===== config.mk =====
export PLATFORM = sky130hd
export DESIGN_NAME = cuenta_regresiva
export DESIGN_NICKNAME = d
export VERILOG_FILES = /design/src/rtl/cuenta_regresiva_pkg.sv /design/src/rtl/digito_bcd_desc.sv /design/src/rtl/cuenta_regresiva.sv
export SDC_FILE = /design/constraint.sdc
export NUM_CORES = 1
export LEC_CHECK = 0
export CAP_MARGIN = 20
export CORE_MARGIN = 3
export CORE_UTILIZATION = 54
export CTS_CLUSTER_DIAMETER = 80
export DETAILED_ROUTE_END_ITERATION = 6
export GPL_ROUTABILITY_DRIVEN = 1
export PLACE_DENSITY = 0.85
export SLEW_MARGIN = 20
export SYNTH_ARGS = -nofsm -noshare
export SYNTH_HDL_FRONTEND = slang
export SYNTH_SLANG_ARGS = --single-unit

===== constraint.sdc =====
create_clock -name clk -period 3.4 [get_ports clk]
set_input_delay 0.34 -clock clk [delete_from_list [all_inputs] [get_ports clk]]
set_output_delay 0.34 -clock clk [all_outputs]
set_load 0.01 [all_outputs]

===== src/rtl/cuenta_regresiva_pkg.sv =====
// cuenta_regresiva_pkg: shared FSM state encoding, BCD limits and preset clamp helper
package cuenta_regresiva_pkg;
   typedef enum logic [1:0] {IDLE, RUN, PAUSE, ALARM} state_t;
   localparam logic [3:0] BCD_MAX      = 4'd9;
   localparam logic [3:0] BCD_TENS_MAX = 4'd5;
   localparam logic [3:0] BCD_ZERO     = 4'd0;
   function automatic logic [3:0] bcd_clamp(input logic [3:0] d, input logic [3:0] lim);
      return (d > lim) ? lim : d;
   endfunction
endpackage


===== src/rtl/digito_bcd_desc.sv =====
// digito_bcd_desc: one BCD digit down-counter that wraps 0 -> MAX and borrows from the next digit
//   clk, reset (sync, active high)
//   load/value : parallel load (wins over dec)
//   dec        : decrement request; borrow is high when dec hits a zero digit
//   q          : registered digit
module digito_bcd_desc
   import cuenta_regresiva_pkg::*;
#(
   parameter logic [3:0] MAX = BCD_MAX
) (
   input  logic       clk,
   input  logic       reset,
   input  logic       load,
   input  logic       dec,
   input  logic [3:0] value,
   output logic [3:0] q,
   output logic       borrow
);
   assign borrow = dec && q == BCD_ZERO;
   always_ff @(posedge clk)
      if (reset) q <= BCD_ZERO;
      else if (load) q <= value;
      else if (dec) q <= borrow ? MAX : q - 4'd1;
endmodule


===== src/rtl/cuenta_regresiva.sv =====
// cuenta_regresiva: mm:ss.cc BCD countdown timer with IDLE/RUN/PAUSE/ALARM control
//   clk, reset (sync, active high), tick (centisecond strobe)
//   load/start/stop controls, set_* preset digits (clamped to valid BCD on load)
//   min_*/sec_*/psec_* registered count digits; running, done (one-clk pulse), alarm
//   Build option CUENTA_REGRESIVA_AUTORELOAD_EN: keep last preset and restart from it after ALARM.
module cuenta_regresiva
   import cuenta_regresiva_pkg::*;
#(
   parameter int ALARM_TICKS = 100
) (
   input  logic       clk,
   input  logic       reset,
   input  logic       tick,
   input  logic       load,
   input  logic       start,
   input  logic       stop,
   input  logic [3:0] set_min_high,
   input  logic [3:0] set_min_low,
   input  logic [3:0] set_sec_high,
   input  logic [3:0] set_sec_low,
   output logic [3:0] min_high,
   output logic [3:0] min_low,
   output logic [3:0] sec_high,
   output logic [3:0] sec_low,
   output logic [3:0] psec_high,
   output logic [3:0] psec_low,
   output logic       running,
   output logic       done,
   output logic       alarm
);
   localparam int AW = $clog2(ALARM_TICKS + 1);
   state_t        state;
   logic [AW-1:0] acnt;
   logic [23:0]   cnt;
   logic [15:0]   preset_c, reload_val;
   logic [23:0]   dval;
   logic [6:0]    b;
   logic          load_ok, reload, alarm_end, is_one, is_zero, dig_load, unused_borrow;
   assign preset_c  = {bcd_clamp(set_min_high, BCD_TENS_MAX), bcd_clamp(set_min_low, BCD_MAX),
                       bcd_clamp(set_sec_high, BCD_TENS_MAX), bcd_clamp(set_sec_low, BCD_MAX)};
   assign load_ok   = load && state != RUN;
   assign alarm_end = state == ALARM && tick && acnt == AW'(ALARM_TICKS - 1);
   assign is_one    = cnt == 24'h000001;
   assign is_zero   = cnt == 24'h000000;
`ifdef CUENTA_REGRESIVA_AUTORELOAD_EN
   logic [15:0] stored;
   always_ff @(posedge clk)
      if (reset) stored <= '0;
      else if (load_ok) stored <= preset_c;
   assign reload     = alarm_end && stored != '0;
   assign reload_val = stored;
`else
   assign reload     = 1'b0;
   assign reload_val = '0;
`endif
   assign dig_load = load_ok || reload;
   // psec digits always load as zero; explicit load beats the autoreload source
   assign dval = {load_ok ? preset_c : reload_val, BCD_ZERO, BCD_ZERO};
   assign b[0] = tick && state == RUN;
   // digit order low to high: psec_low, psec_high, sec_low, sec_high, min_low, min_high
   for (genvar i = 0; i < 6; i++) begin : g_dig
      digito_bcd_desc #(.MAX((i == 3 || i == 5) ? BCD_TENS_MAX : BCD_MAX)) u_dig (
         .clk(clk), .reset(reset), .load(dig_load), .dec(b[i]),
         .value(dval[4*i +: 4]), .q(cnt[4*i +: 4]), .borrow(b[i+1]));
   end
   // the count never decrements below zero, so the top borrow never fires
   assign unused_borrow = b[6];
   assign {min_high, min_low, sec_high, sec_low, psec_high, psec_low} = cnt;
   always_ff @(posedge clk)
      if (reset) begin
         state   <= IDLE;
         running <= 1'b0;
         done    <= 1'b0;
         alarm   <= 1'b0;
         acnt    <= '0;
      end else begin
         done <= 1'b0;
         case (state)
            IDLE, PAUSE:
               if (load) state <= IDLE;
               else if (start && !stop && !is_zero) begin
                  state   <= RUN;
                  running <= 1'b1;
               end
            RUN:
               if (tick && is_one) begin
                  state   <= ALARM;
                  running <= 1'b0;
                  alarm   <= 1'b1;
                  done    <= 1'b1;
                  acnt    <= '0;
               end else if (stop) begin
                  state   <= PAUSE;
                  running <= 1'b0;
               end
            ALARM:
               if (load) begin
                  state <= IDLE;
                  alarm <= 1'b0;
                  acnt  <= '0;
               end else if (alarm_end) begin
                  state   <= reload ? RUN : IDLE;
                  running <= reload;
                  alarm   <= 1'b0;
                  acnt    <= '0;
               end else if (tick) acnt <= acnt + 1'b1;
            default: state <= IDLE;
         endcase
      end
endmodule


==> impl_metrics.env, run 1 <==
export IMPL_nets=353
export IMPL_p_seq_frac=0.464
export IMPL_fin_crit_ns=2.47
export IMPL_cts_reportedPaths_clkPinSlew_ns=0.08
export IMPL_cts_buffer_depth=2
export IMPL_netlist_top_cells_area="dfxtp_1 33%, ha_1 6.8%, a21oi_1 5.4%, nor2_1 4.1%, inv_1 3.2%"
export IMPL_ff2ff_path_depth=7
export IMPL_yosysUniqueCellTypes=54
export IMPL_grt_pass1_vias=2019
export IMPL_overflow=0
export IMPL_status="finished clean"
export IMPL_ys_flop_type="dfxtp_1"
export IMPL_row_count=22
export IMPL_synth_most_common_cell="dfxtp_1"
export IMPL_critPathLaunchType="flip-flop"
export IMPL_drive_gt1_frac=0.0563
export IMPL_setup_viol=0
export IMPL_setup_tns_ns=0
export IMPL_cts_root_buf="clkbuf_8"
export IMPL_crit_slowest_cell="or4_1"
export IMPL_drtIter0Drc=150
export IMPL_synth_nets=309
export IMPL_rsz0062_at_grt="false"
export IMPL_p_int_uw=704
export IMPL_grt_usage=0.230
export IMPL_syn_area_um2=2210
export IMPL_remaining_drc_errors=0
export IMPL_cp_num_cells=7
export IMPL_hpwl_um=4170
export IMPL_wl_per_cell_um=15.2
export IMPL_cp_top_family="simple AND/OR/NAND/NOR gates"
export IMPL_hold_viol=0
export IMPL_antennaDiodeCount=0
export IMPL_yosys_register_bits=36
export IMPL_yosys_area_top_type="dfxtp_1"
export IMPL_dieArea_um2=4890
export IMPL_yosysTopAreaCellShare=0.327
export IMPL_antenna_found_initial=0
export IMPL_holdBufCountCts=0
export IMPL_grt_pass1_wl_um=9360
export IMPL_core_um2=3800
export IMPL_vias=2242
export IMPL_tightest_slew_ns=0.735
export IMPL_numClockSinks=36
export IMPL_port_buffer_count=48
export IMPL_synth_edf_count=0
export IMPL_ys_top_cells_by_count="36 x dfxtp_1, 24 x a21oi_1, 24 x nor2_1"
export IMPL_cts_max_level=2
export IMPL_p_per_area_nw_per_um2=355
export IMPL_cts_resized=0
export IMPL_power_switching_uw=289
export IMPL_cts_setup_buffers=0
export IMPL_gp_congestion=0.849
export IMPL_crit_required_ns=3.63
export IMPL_synth_cells=275
export IMPL_critPathMaxStageDelay_ns=0.53
export IMPL_yosysWarnings=0
export IMPL_avgSynthCellArea_um2=8.03
export IMPL_clkPwrFrac=0.324
export IMPL_worstPathMaxFanout=10
export IMPL_start_util=0.581
export IMPL_worstPathArrival_ns=2.70
export IMPL_skew_ns=0.00608
export IMPL_path_buf_inv=1
export IMPL_relSlewSlack=0.506
export IMPL_ys_seq_area_frac=0.327
export IMPL_vias_per_cell=6.09
export IMPL_fmax_ghz=0.404
export IMPL_fillers=309
export IMPL_maxCapViolations=0
export IMPL_insertion_delay_ns=0.29
export IMPL_grt_max_degree=25
export IMPL_worstHoldPathCells=2
export IMPL_syn2layout_area_growth_pct=26.6
export IMPL_drt_first_pass_iters=4
export IMPL_crit_type="flip-flop to flip-flop"
export IMPL_hp_class="flip-flop to flip-flop"
export IMPL_fin_crit_sh=0.728
export IMPL_fp_dieH_um=69.9
export IMPL_cts_tree="built"
export IMPL_antenna_left=0
export IMPL_io_pins=49
export IMPL_async_flop_share=0
export IMPL_crit_path_cell_trace="inv_1, ha_1, nor3b_1, nand4_2, o31a_1, or4_1, a21oi_1"
export IMPL_swShare=0.291
export IMPL_critPathCaptureType="flip-flop"
export IMPL_drv_slew=0
export IMPL_p_comb_frac=0.213
export IMPL_cts_buffers=5
export IMPL_total_leakage_power_nw=0.973
export IMPL_wl_um=5580
export IMPL_peakVddDrop_mv=0.259
export IMPL_final_core_util=0.736
export IMPL_dieWidth_um=69.9
[per-stage QoR]
stage | power (mW) | cell area (µm²) | hold WS [ns] | std cells | worst slack (ns)
2_1_floorplan | 0.590 | 2210 | 0.449 | 275 | 1.23
3_3_place_gp | 0.676 | 2700 | 0.448 | 360 | 0.881
3_5_place_dp | 0.679 | 2700 | 0.453 | 360 | 0.832
4_1_cts | 0.995 | 2800 | 0.469 | 368 | 0.913
5_1_grt | 1.04 | 2800 | 0.498 | 368 | 0.652
6_report | 0.993 | 2800 | 0.466 | 368 | 0.926
[path summary, 6_finish.rpt]
kind / start / endpoint / slack [ns]
setup / recovery: g_dig[3].u_dig.q[0]$_SDFFE_PP0P_ / acnt[5]$_SDFFE_PP0P_ / 0.93
hold / removal: alarm$_SDFFE_PP0P_ / alarm$_SDFFE_PP0P_ / 0.47
setup reg to reg: g_dig[3].u_dig.q[0]$_SDFFE_PP0P_ / acnt[5]$_SDFFE_PP0P_ / 0.93
hold reg to reg: alarm$_SDFFE_PP0P_ / alarm$_SDFFE_PP0P_ / 0.47
[worst register-to-register path: stages, from the launching register on]
cell and delay, ns:
dfxtp_1 0.33, inv_1 0.11, ha_1 0.15, nor3b_1 0.47, nand4_2 0.24, o31a_1 0.44, or4_1 0.53, a21oi_1 0.15
[state kept, by name, summed over array words and instances, names as in the netlist]
register	cells
done	1
g_dig.u_dig.q	24
running	1
acnt	7
state	2
alarm	1
[layout make-up]
| cell class | instances | area [µm²] | share of cell area |
|---|---|---|---|
| Multi-Input combinational cell | 206 | 1350 | 0.483 |
| Sequential cell | 36 | 721 | 0.258 |
| Timing Repair Buffer | 50 | 495 | 0.177 |
| Clock buffer | 6 | 82.6 | 0.0295 |
| Inverter | 20 | 77.6 | 0.0278 |
| Tap cell | 48 | 60.1 | 0.0215 |
| Clock inverter | 2 | 10.0 | 0.00358 |
[power groups by stage]
stage | Sequential, mW | Clock (mW) | Combinational [mW]
after detailed placement | 0.470 | 0 | 0.209
final | 0.461 | 0.322 | 0.211
after floorplan | 0.472 | 0 | 0.118
after global placement | 0.469 | 0 | 0.206
after CTS | 0.460 | 0.324 | 0.210
after global routing | 0.464 | 0.347 | 0.233
[logic make-up (layout without fill, tap and decap cells)]
kind of cell	count (synthesis)	count (layout)	synth area share
simple gates	106	106	0.275
compound gates	85	85	0.255
flops	36	36	0.327
buf+inv	33	78	0.0624
fa+ha+maj	12	12	0.0680
mux	3	3	0.0136
[layer usage]
metal	vias up	routed length (µm)	global-route usage
met3	9	268	0.0432
met1	1048	2670	0.324
met5	-	0	0
met2	64	2580	0.355
met4	0	70	0.0723
li1	1121	-	-
[layout by cell type, fill, tap and decap left out, types with 7 or more instances in the layout]
cell	n
a21oi_1	24
clkdlybuf4s50_1	48
dfxtp_1	36
ha_1	12
inv_1	19
nand2_1	17
nand3_1	9
nand3b_1	7
nor2_1	24
nor3_1	10
o21ai_0	14
(Power assumes the default switching activity.)
==> inputs of run 2 (changes only) <==
CORE_UTILIZATION = 51   (was 54)
PLACE_DENSITY = 0.81   (was 0.85)
clock period = 2.4 ns   (was 3.4 ns; I/O delays follow)
==> run 2 against run 1 <==
Clock power up 40%. Die area is 5.4% higher. Total power is 43% higher. Sequential share of layout area shrank 1.1 points. Routed wire length up 1.9%. Sequential power grew 41%. Count of clock-buffer cells in the layout up 2. Design area grew 4.4%. Non-clock buffer count grew 16.
==> impl_metrics.env, run 2 (same netlist as run 1, synthesis figures left out) <==
export IMPL_cts_reportedPaths_clkPinSlew_ns=0.07
export IMPL_drv_slew=0
export IMPL_critPathCaptureType="flip-flop"
export IMPL_worstPathArrival_ns=2.44
export IMPL_ff2ff_path_depth=7
export IMPL_dp_slack_ns=0.144
export IMPL_skew_ns=0.00472
export IMPL_antenna_found_initial=0
export IMPL_tightest_slew_ns=0.426
export IMPL_path_buf_inv=1
export IMPL_grt_max_degree=16
export IMPL_rrSetupSlack_ns=0.18
export IMPL_min_from="alarm$_SDFFE_PP0P_"
export IMPL_grt_pass1_vias=2164
export IMPL_maxCapViolations=0
export IMPL_remaining_drc_errors=0
export IMPL_start_util=0.540
export IMPL_drtIter0Drc=171
export IMPL_vias=2292
export IMPL_status="finished clean"
export IMPL_crit_path_frequent_cell="a21oi_1"
export IMPL_critPathMaxStageDelay_ns=0.50
export IMPL_dp_cells=378
export IMPL_wl_um=5680
export IMPL_critPathLaunchType="flip-flop"
export IMPL_grt_pass1_wl_um=9480
export IMPL_crit_type="flip-flop to flip-flop"
export IMPL_gp_congestion=0.846
export IMPL_dieArea_um2=5150
export IMPL_antenna_left=0
export IMPL_syn2layout_area_growth_pct=32.3
export IMPL_core_um2=4090
export IMPL_drt_first_pass_iters=4
export IMPL_cts_tree="built"
export IMPL_total_leakage_power_nw=1.05
export IMPL_drive_gt1_frac=0.0982
export IMPL_crit_slowest_cell="or4_1"
export IMPL_peakVddDrop_mv=0.368
export IMPL_hold_viol=0
export IMPL_final_cell_mix="48 x clkdlybuf4s50_1, 36 x dfxtp_1, 24 x a21oi_1, 24 x nor2_1, 19 x inv_1"
export IMPL_setup_viol=0
export IMPL_worstHoldEndpoint="alarm$_SDFFE_PP0P_"
export IMPL_finalPower_mw=1.42
export IMPL_antennaDiodeCount=0
export IMPL_hpwl_um=4220
export IMPL_fin_crit_sh=0.924
export IMPL_dieWidth_um=71.8
export IMPL_fillers=355
export IMPL_r2r_start="g_dig[0].u_dig.q[0]$_SDFFE_PP0P_"
export IMPL_crit_required_ns=2.63
export IMPL_largestRegisters="g_dig.u_dig.q: 24 flops, acnt: 7 flops, state: 2 flops"
export IMPL_grt_usage=0.227
export IMPL_worstPathMaxFanout=6
export IMPL_cts_root_buf="clkbuf_8"
export IMPL_layout_setup_ws_ns=0.183
export IMPL_setup_tns_ns=0
export IMPL_port_buffer_count=48
export IMPL_wl_per_cell_um=14.7
export IMPL_relSlewSlack=0.709
export IMPL_crit_path_cell_trace="inv_1, ha_1, or3b_1, nor3_4, a21oi_1, or4_1, a21oi_1"
export IMPL_fmax_ghz=0.451
export IMPL_cp_num_cells=7
export IMPL_cts_resized=0
export IMPL_rsz0062_at_grt="false"
export IMPL_largest_register="g_dig.u_dig.q"
export IMPL_cts_max_level=2
export IMPL_layout_commonest_cell="clkdlybuf4s50_1"
export IMPL_fin_crit_ns=2.22
export IMPL_holdBufCountCts=0
export IMPL_p_per_area_nw_per_um2=488
export IMPL_insertion_delay_ns=0.29
export IMPL_cts_buffer_depth=2
export IMPL_cp_top_family="simple AND/OR/NAND/NOR gates"
export IMPL_final_cells=386
export IMPL_largest_reg_flops=24
export IMPL_numClockSinks=36
export IMPL_nets=369
export IMPL_fp_dieH_um=71.8
export IMPL_cts_buffers=5
export IMPL_overflow=0
export IMPL_worstHoldPathCells=2
export IMPL_r2r_end="g_dig[3].u_dig.q[3]$_SDFFE_PP0P_"
export IMPL_io_pins=49
export IMPL_cts_setup_buffers=0
export IMPL_hp_class="flip-flop to flip-flop"
export IMPL_whs_ns=0.459
export IMPL_vias_per_cell=5.94
export IMPL_row_count=23
## run 2: cell count changes in the layout (fill, tap and decap cells not counted), sizes merged
cell    delta
buf       +16
clkbuf     +2
clkinv     -2
## run 2: worst max path at each step
stage | from | endpoint | slack [ns]
after floorplan | g_dig[3].u_dig.q[0]$_SDFFE_PP0P_ | acnt[5]$_SDFFE_PP0P_ | 0.23
after global placement | tick | acnt[5]$_SDFFE_PP0P_ | 0.19
after detailed placement | tick | g_dig[3].u_dig.q[2]$_SDFFE_PP0P_ | 0.14
after CTS | g_dig[4].u_dig.q[0]$_SDFFE_PP0P_ | acnt[5]$_SDFFE_PP0P_ | 0.21
after global routing | g_dig[2].u_dig.q[0]$_SDFFE_PP0P_ | acnt[5]$_SDFFE_PP0P_ | 0.03
final | g_dig[0].u_dig.q[0]$_SDFFE_PP0P_ | g_dig[3].u_dig.q[3]$_SDFFE_PP0P_ | 0.18
## run 2: routing by layer
layer	track usage	vias to the layer above	wire length [µm]
met5	0	-	0
met4	0.0710	0	99
met3	0.0575	10	250
met2	0.379	54	2630
met1	0.288	1083	2710
li1	-	1145	-
## run 2: through the flow
| step | instance area [µm²] | util |
|---|---|---|
| 2_1_floorplan | 2210 | - |
| 3_3_place_gp | 2830 | 0.691 |
| 3_5_place_dp | 2830 | 0.691 |
| 4_1_cts | 2920 | 0.713 |
| 5_1_grt | 2920 | 0.714 |
| 6_report | 2920 | 0.714 |
## run 2: worst register-to-register path, delay by kind of cell, from the launching register on
family / cells / cell delay [ns]
flip-flops: 1 / 0.36
buffers and inverters: 1 / 0.12
AND/OR/NAND/NOR: 3 / 1.18
AO/OA/AOI/OAI: 2 / 0.30
adder cells (fa/ha/maj): 1 / 0.19
## run 2: final cells by class
cell class / count / area [µm²] / area share
clock buffer: 8 / 90.1 / 0.0309
multi-input combinational: 206 / 1350 / 0.463
inverter: 20 / 77.6 / 0.0266
timing repair buffer: 66 / 616 / 0.211
tap: 50 / 62.6 / 0.0214
sequential: 36 / 721 / 0.247
## run 2: power by group
group	switching [mW]	total (mW)	internal, mW
clock	0.217	0.451	0.234
combinational	0.160	0.322	0.162
sequential	0.0282	0.651	0.623
